`config.mk`:
```
export PLATFORM = sky130hd
export DESIGN_NAME = fc_layer_sequencer
export DESIGN_NICKNAME = d
export VERILOG_FILES = /design/src/rtl/fc_pkg.sv /design/src/rtl/fc_layer_sequencer_mac.sv /design/src/rtl/fc_layer_sequencer.sv
export SDC_FILE = /design/constraint.sdc
export NUM_CORES = 2
export LEC_CHECK = 0
export BUFFER_PORTS_ARGS = -buffer_cell sky130_fd_sc_hd__buf_2
export CAP_MARGIN = 20
export CORE_MARGIN = 5
export CORE_UTILIZATION = 60
export CTS_BUF_LIST = sky130_fd_sc_hd__clkbuf_16
export CTS_CLUSTER_SIZE = 40
export DETAILED_ROUTE_END_ITERATION = 10
export PLACE_DENSITY = 0.9
export RECOVER_POWER = 50
export SLEW_MARGIN = 40
export SYNTH_ARGS = -nofsm -noshare
export SYNTH_HDL_FRONTEND = slang
export SYNTH_SLANG_ARGS = --single-unit
```
`constraint.sdc`:
```
create_clock -name clk -period 3.29 [get_ports clk]
set_clock_uncertainty 0.2 [all_clocks]
set_input_delay 0.658 -clock clk [delete_from_list [all_inputs] [get_ports clk]]
set_output_delay 0.658 -clock clk [all_outputs]
set_load 0.02 [all_outputs]
```
`src/rtl/fc_pkg.sv`:
```
// fc_pkg: shared FSM encoding and arithmetic helpers for the fully connected layer sequencer
package fc_pkg;
    typedef enum logic [2:0] {
        IDLE  = 3'd0,
        ISSUE = 3'd1,
        DRAIN = 3'd2,
        WRITE = 3'd3,
        DONE  = 3'd4
    } fc_state_e;

    function automatic int fc_acc_w(input int bitwidth, input int n_in);
        return 2 * bitwidth + $clog2(n_in) + 1;
    endfunction

    function automatic int fc_aw(input int n);
        return (n > 1) ? $clog2(n) : 1;
    endfunction

    function automatic logic signed [127:0] fc_shift_sat(input logic signed [255:0] acc, input int shift,
                                                         input int bw, input logic sat);
        logic signed [255:0] s;
        logic signed [255:0] hi;
        logic signed [255:0] lo;
        s  = acc >>> shift;
        hi = (256'sd1 <<< (bw - 1)) - 256'sd1;
        lo = -hi - 256'sd1;
        if (sat && s > hi) s = hi;
        else if (sat && s < lo) s = lo;
        return s[127:0];
    endfunction
endpackage

```
`src/rtl/fc_layer_sequencer_mac.sv`:
```
// fc_mac_unit: registered signed multiply-accumulate with synchronous clear and enable
module fc_mac_unit #(
    parameter int BW    = 32,
    parameter int ACC_W = 69
) (
    input  logic                    clk,
    input  logic                    rst,
    input  logic signed [BW-1:0]    a_i,
    input  logic signed [BW-1:0]    b_i,
    input  logic                    clr_i,
    input  logic                    en_i,
    output logic signed [ACC_W-1:0] acc_o
);
    logic signed [2*BW-1:0]  prod;
    logic signed [ACC_W-1:0] acc_q;
    logic signed [ACC_W-1:0] acc_d;

    assign prod  = (2 * BW)'(a_i) * (2 * BW)'(b_i);
    assign acc_d = clr_i ? '0 : en_i ? acc_q + ACC_W'(prod) : acc_q;
    assign acc_o = acc_q;

    // accumulator register; clear wins over enable
    always_ff @(posedge clk or posedge rst)
        if (rst) acc_q <= '0;
        else acc_q <= acc_d;
endmodule

```
`src/rtl/fc_layer_sequencer.sv`:
```
// fc_layer_sequencer: row-by-row FC layer controller driving one shared MAC and a valid/ready result port
module fc_layer_sequencer
    import fc_pkg::*;
#(
    parameter int BITWIDTH = 32,
    parameter int N_IN     = 10,
    parameter int N_OUT    = 10,
    parameter int SHIFT    = 32,
    parameter int SATURATE = 0
) (
    input  logic                            clk,
    input  logic                            rst,
    input  logic                            start_i,
    input  logic                            abort_i,
    output logic                            busy_o,
    output logic                            done_o,
    output logic                            rd_en_o,
    output logic [fc_aw(N_IN)-1:0]          x_addr_o,
    output logic [fc_aw(N_IN*N_OUT)-1:0]    w_addr_o,
    input  logic [BITWIDTH-1:0]             x_data_i,
    input  logic [BITWIDTH-1:0]             w_data_i,
    output logic                            out_valid_o,
    input  logic                            out_ready_i,
    output logic [fc_aw(N_OUT)-1:0]         out_idx_o,
    output logic [BITWIDTH-1:0]             out_data_o
);
    localparam int XW    = fc_aw(N_IN);
    localparam int WW    = fc_aw(N_IN * N_OUT);
    localparam int OW    = fc_aw(N_OUT);
    localparam int ACC_W = fc_acc_w(BITWIDTH, N_IN);

    localparam logic [2:0] S_IDLE  = IDLE;
    localparam logic [2:0] S_ISSUE = ISSUE;
    localparam logic [2:0] S_DRAIN = DRAIN;
    localparam logic [2:0] S_WRITE = WRITE;
    localparam logic [2:0] S_DONE  = DONE;

    logic [2:0]              state_q, state_d;
    logic [OW-1:0]           i_q, i_d;
    logic [XW-1:0]           j_q, j_d;
    logic [WW-1:0]           w_q, w_d;
    logic                    en_q, en_d;
    logic                    clr;
    logic                    last_i, last_j;
    logic signed [ACC_W-1:0] acc;
    logic [BITWIDTH-1:0]     y;

    assign last_j = j_q == XW'(N_IN - 1);
    assign last_i = i_q == OW'(N_OUT - 1);
    // read data lands one cycle after each issue, so the MAC enable is the issue strobe delayed
    assign en_d   = (state_q == S_ISSUE) && !abort_i;

    // next-state, counter and accumulator-clear decode; abort overrides everything
    always_comb begin
        state_d = state_q;
        i_d     = i_q;
        j_d     = j_q;
        w_d     = w_q;
        clr     = 1'b0;
        if (abort_i) begin
            state_d = S_IDLE;
            i_d     = '0;
            j_d     = '0;
            w_d     = '0;
            clr     = 1'b1;
        end else begin
            case (state_q)
                S_IDLE: if (start_i) begin
                    state_d = S_ISSUE;
                    i_d     = '0;
                    j_d     = '0;
                    w_d     = '0;
                    clr     = 1'b1;
                end
                S_ISSUE: begin
                    j_d     = last_j ? '0 : j_q + XW'(1);
                    w_d     = w_q + WW'(1);
                    state_d = last_j ? S_DRAIN : S_ISSUE;
                end
                S_DRAIN: state_d = S_WRITE;
                S_WRITE: if (out_ready_i) begin
                    clr     = 1'b1;
                    i_d     = last_i ? i_q : i_q + OW'(1);
                    state_d = last_i ? S_DONE : S_ISSUE;
                end
                S_DONE: begin
                    state_d = S_IDLE;
                    i_d     = '0;
                end
                default: state_d = S_IDLE;
            endcase
        end
    end

    // FSM state, row/column counters, running weight pointer and MAC enable
    always_ff @(posedge clk or posedge rst)
        if (rst) begin
            state_q <= S_IDLE;
            i_q     <= '0;
            j_q     <= '0;
            w_q     <= '0;
            en_q    <= 1'b0;
        end else begin
            state_q <= state_d;
            i_q     <= i_d;
            j_q     <= j_d;
            w_q     <= w_d;
            en_q    <= en_d;
        end

    fc_mac_unit #(.BW(BITWIDTH), .ACC_W(ACC_W)) u_mac (
        .clk   (clk),
        .rst   (rst),
        .a_i   (x_data_i),
        .b_i   (w_data_i),
        .clr_i (clr),
        .en_i  (en_q),
        .acc_o (acc)
    );

    assign y           = BITWIDTH'(fc_shift_sat(256'(acc), SHIFT, BITWIDTH, SATURATE != 0));
    assign busy_o      = state_q inside {S_ISSUE, S_DRAIN, S_WRITE};
    assign done_o      = state_q == S_DONE;
    assign rd_en_o     = state_q == S_ISSUE;
    assign x_addr_o    = rd_en_o ? j_q : '0;
    assign w_addr_o    = rd_en_o ? w_q : '0;
    assign out_valid_o = state_q == S_WRITE;
    assign out_idx_o   = out_valid_o ? i_q : '0;
    assign out_data_o  = out_valid_o ? y : '0;
endmodule

```
==> results.json, run 1 <==
{
  "status": "aborted with a tool error",
  "lastStage": "global routing (5_1_grt)",
  "error": "[ERROR GRT-0232] Routing congestion too high. Check the congestion heatmap in the GUI.",
  "post-dp-hpwl_um": 113700,
  "synth_nets": 6105,
  "synth.mux.area_fraction_pct": 1.048,
  "port_buffers": 119,
  "ctsHoldBuffers": 0,
  "syn_area_mm2": 0.04309,
  "synth-seq-cells": 83,
  "synth_adder_area_share_pct": 57.73,
  "fp.dieW_um": 278.0,
  "ys.flop_type": "dfrtp_1",
  "globalplace.congestion": 0.9464,
  "ios": 120,
  "ys_types": 75,
  "synthArstFlopShare_pct": 100.0,
  "clock-sinks": 83,
  "worst_endpoint_kind": "sequential cell input",
  "std_cell_rows": 98,
  "synthXorXnorAreaFrac_pct": 2.797,
  "synth_top_family_by_area": "adder cells",
  "synth_compound_area_share_pct": 6.488,
  "syn_inst": 4698,
  "worst_endpoint": "u_mac.acc_o[62]$_DFFE_PP0P_/D",
  "htree_levels": 3,
  "cts_root_buffer": "clkbuf_16",
  "clk_path_buf_depth": 2,
  "synth_edf_count": 0,
  "placed_cells": 6141,
  "grt_use_total_pct": 79.91,
  "synth_area_per_cell_um2": 9.171,
  "ys_seq_area_share_pct": 4.821,
  "grt-ovfl-total": 841,
  "die_y_um": 278.0,
  "yosysWarnings": 0,
  "cts-buffers-inserted": 9,
  "dp_slack_ns": -7.421,
  "yosys.area_share.simple_pct": 16.44,
  "grt_start_max_net_pins": 46,
  "start_util_pct": 60.37
}
per-layer routing:
| layer | global-route usage (%) | GRT overflow |
|---|---|---|
| met5 | 59.16 | 6 |
| met4 | 77.98 | 237 |
| met3 | 74.36 | 82 |
| met2 | 91.35 | 458 |
| met1 | 76.16 | 58 |
cells by family after synthesis:
family	count (synthesis)
AND/OR/NAND/NOR	1442
adder cells (fa/ha/maj)	1338
buffers and inverters	1222
AO/OA/AOI/OAI	432
XOR/XNOR	136
flip-flops	83
multiplexers	45
cells in the mapped netlist (all sizes together), types with 27 or more instances:
master  number  area (µm²)
a21o        79       593.1
mux2i       44       440.4
inv        973        3652
nand2b      28       175.2
dfrtp       83        2077
nand3       34       175.2
xnor2       95       832.1
o21ai       69       345.3
nor3        27       145.1
and2       519        3247
ha         255        3191
nor2       165       619.3
o21bai      28       210.2
a21oi      154       774.5
clkbuf     239       898.4
fa        1083       21680
nand2      595        2233
xor2        40       350.3
repair_timing:
item                       in CTS
gates cloned                    3
pin swaps                     220
setup buffers                 108
hold endpoints to repair        0
resized for setup             478
setup endpoints to repair      61
stage by stage:
step / hold WS [ns] / cell area, µm² / TNS, ns / util (%)
after CTS: 0.2374 / 52730 / -304.45 / 73.89
after detailed placement: 0.3185 / 49540 / -350.37 / 69.42
after global placement: 0.3040 / 49540 / -333.94 / 69.42
after floorplan: 0.2868 / 44130 / -280.51 / -
==> run 2: changes to the inputs <==
--- a/config.mk
+++ b/config.mk
@@ -8,11 +8,9 @@
 export BUFFER_PORTS_ARGS = -buffer_cell sky130_fd_sc_hd__buf_2
 export CAP_MARGIN = 20
 export CORE_MARGIN = 5
-export CORE_UTILIZATION = 60
-export CTS_BUF_LIST = sky130_fd_sc_hd__clkbuf_16
-export CTS_CLUSTER_SIZE = 40
+export CORE_UTILIZATION = 40
 export DETAILED_ROUTE_END_ITERATION = 10
-export PLACE_DENSITY = 0.9
+export PLACE_DENSITY_LB_ADDON = 0.15
 export RECOVER_POWER = 50
 export SLEW_MARGIN = 40
 export SYNTH_ARGS = -nofsm -noshare
==> constraint.sdc (replaced) <==
create_clock -name clk -period 4.3 [get_ports clk]
set_clock_uncertainty 0.2 [all_clocks]
set_input_delay 0.86 -clock clk [delete_from_list [all_inputs] [get_ports clk]]
set_output_delay 0.86 -clock clk [all_outputs]
set_load 0.02 [all_outputs]
==> results.json, run 2 <==
{
  "status": "finished, violations left",
  "violations": "max-capacitance violations, max-slew violations, negative setup slack",
  "cp.required_ns": 4.34,
  "placed_cells": 6648,
  "ys_types": 75,
  "synth_area_leader_cell": "fa_1",
  "dp_slack_ns": -6.376,
  "min_period_ns": 9.872,
  "initialDrtViolationCount": 1554,
  "arrival_ns": 9.91,
  "synth_nets": 6105,
  "syn_area_mm2": 0.04309,
  "setup_violations": 59,
  "r2r_slack_ns": 0.73,
  "die_y_um": 338.2,
  "fin_cells": 6771,
  "std_cell_rows": 120,
  "min_path_cells": 2,
  "post-dp-hpwl_um": 106000,
  "ys.flop_type": "dfrtp_1",
  "grt_use_total_pct": 21.99,
  "post_drt_wl_per_cell_um": 18.54,
  "min_to": "u_mac.acc_o[22]",
  "slew_violations": 43,
  "synth.most_common_cell": "fa_1",
  "grt_pass1_wl_um": 202700,
  "post-route-util_pct": 51.47,
  "synth_area_per_cell_um2": 9.171,
  "synthArstFlopShare_pct": 100.0,
  "port_buffers": 119,
  "viasPerCell": 4.939,
  "critPathCaptureType": "flip-flop",
  "maxSlewHeadroom_pct": -29.44,
  "synth-seq-cells": 83,
  "dr.pass1.iters": 5,
  "worstHoldPathType": "flip-flop to flip-flop",
  "first_global_vias": 36720,
  "antenna_found_initial": 7,
  "grt_start_max_net_pins": 56,
  "worst_pin_slew_ns": 1.931,
  "path_clk_slew_ns": 0.07,
  "vias": 33440,
  "drtAntennaViolNets": 0,
  "ys_seq_area_share_pct": 4.821,
  "max_stage_delay_ns": 0.59,
  "dpl_cell_area_mm2": 0.05070,
  "route.detailed.drc": 0,
  "finalHoldViolCount": 0,
  "r2r-start": "u_mac.acc_o[0]",
  "fin_crit_sh_pct": 229.6,
  "syn_inst": 4698,
  "worst_path_most_repeated_cell": "fa_1",
  "final_area_mm2": 0.05510,
  "synth_edf_count": 0,
  "clock_latency_ns": 0.37,
  "largest_register_ffs": 64,
  "rsz0062_at_grt": "true",
  "cts_root_buffer": "clkbuf_16",
  "start_util_pct": 40.25,
  "ctsHoldBuffers": 0,
  "fin_ws_ns": -5.572,
  "synth_top_area_share_pct": 50.32,
  "mostFrequentLayoutCell": "fa_1",
  "yosysWarnings": 0,
  "layout-drive-gt1-share_pct": 26.05,
  "htree_levels": 3,
  "ios": 120,
  "final_nets": 6769,
  "min_from": "u_mac.acc_o[22]",
  "final_cell_mix": "fa_1 (1012), inv_1 (933), buf_4 (621), nand2_1 (565), and2_1 (490)",
  "worstReg2RegEnd": "u_mac.acc_o[42]",
  "cts-buffers-inserted": 9,
  "wl_um": 125500,
  "start_kind": "input pin",
  "fp.dieW_um": 338.2,
  "slowest_stage": "fa_1",
  "grt-ovfl-total": 0,
  "worstSetupPathType": "input pin to flip-flop",
  "globalplace.congestion": 0.8935,
  "coreArea_mm2": 0.1071,
  "crit_fanout": 7,
  "die_area_mm2": 0.1144,
  "cts_tree": "built",
  "ys_top_cells_by_count": "fa_1 (1083), inv_1 (973), nand2_1 (595)",
  "maxCapViolations": 1,
  "syn2layout_area_growth_pct": 27.88,
  "yosys-top-cells-area": "fa_1 (50%), inv_1 (8.5%), and2_1 (7.5%), ha_1 (7.4%), nand2_1 (5.2%)",
  "r2r_cells": 15,
  "clock-sinks": 83,
  "fmax_ghz": 0.1013,
  "clk_path_buf_depth": 2
}
run 2: cell counts after synthesis:
Identical to the previous run, type by type.
run 2: cell type report:
type	instances	area [µm²]
fill	9976	51950
multi-input combinational	3393	39140
timing repair buffer	902	8168
clock buffer	9	225.2
clock inverter	7	70.07
sequential	83	2078
inverter	973	3662
tap	1403	1755
antenna	1	2.502
run 2: layer usage:
metal	vias up	GRT usage, %	wire (µm)
li1	15290	-	-
met1	17310	30.57	55250
met2	710	37.66	62000
met3	124	2.439	5562
met4	2	4.213	2705
met5	-	0	11
run 2: critical path: cells and delay by family:
kind	cells	cell delay, ns
adder cells (fa/ha/maj)	10	4.81
buffers and inverters	5	0.47
AND/OR/NAND/NOR	8	1.13
multiplexers	1	0.14
AO/OA/AOI/OAI	10	2.21
XOR/XNOR	2	0.29
run 2: worst max path at each step:
stage,endpoint,start,depth (start not counted)
after floorplan,u_mac.acc_o[63],w_data_i[7],40
after global placement,u_mac.acc_o[62],w_data_i[3],42
after detailed placement,u_mac.acc_o[62],w_data_i[3],42
after CTS,u_mac.acc_o[63],x_data_i[11],40
after global routing,u_mac.acc_o[63],x_data_i[11],41
final,u_mac.acc_o[63],x_data_i[6],36
run 2: cell families (layout without fill, tap and decap cells):
| group | count (synthesis) | in the layout | share of synthesized area [%] |
|---|---|---|---|
| XOR/XNOR | 136 | 136 | 2.797 |
| buffers and inverters | 1222 | 1891 | 10.68 |
| other | 0 | 1 | 0 |
| AO/OA/AOI/OAI | 432 | 432 | 6.488 |
| multiplexers | 45 | 45 | 1.048 |
| adder cells (fa/ha/maj) | 1338 | 1338 | 57.73 |
| flip-flops | 83 | 83 | 4.821 |
| AND/OR/NAND/NOR | 1442 | 1442 | 16.44 |
run 2: timing repair:
action | 4_1_cts | 5_1_grt
setup buffers | 61 | 50
pin swaps | 281 | 216
resized for setup | 452 | 273
cloned | 1 | 9
endpoints found under the setup margin | 60 | 60
run 2: through the flow:
stage,hold slack (ns),TNS [ns]
after floorplan,0.2868,-232.28
after global placement,0.3101,-294.48
after detailed placement,0.3145,-295.04
after CTS,0.3382,-254.21
after global routing,0.3708,-268.40
final,0.3294,-254.28
Power of run 2 is left out: the tool's default activity adds up to more than one toggle a clock period on the data nets, which glitch-free logic cannot reach.
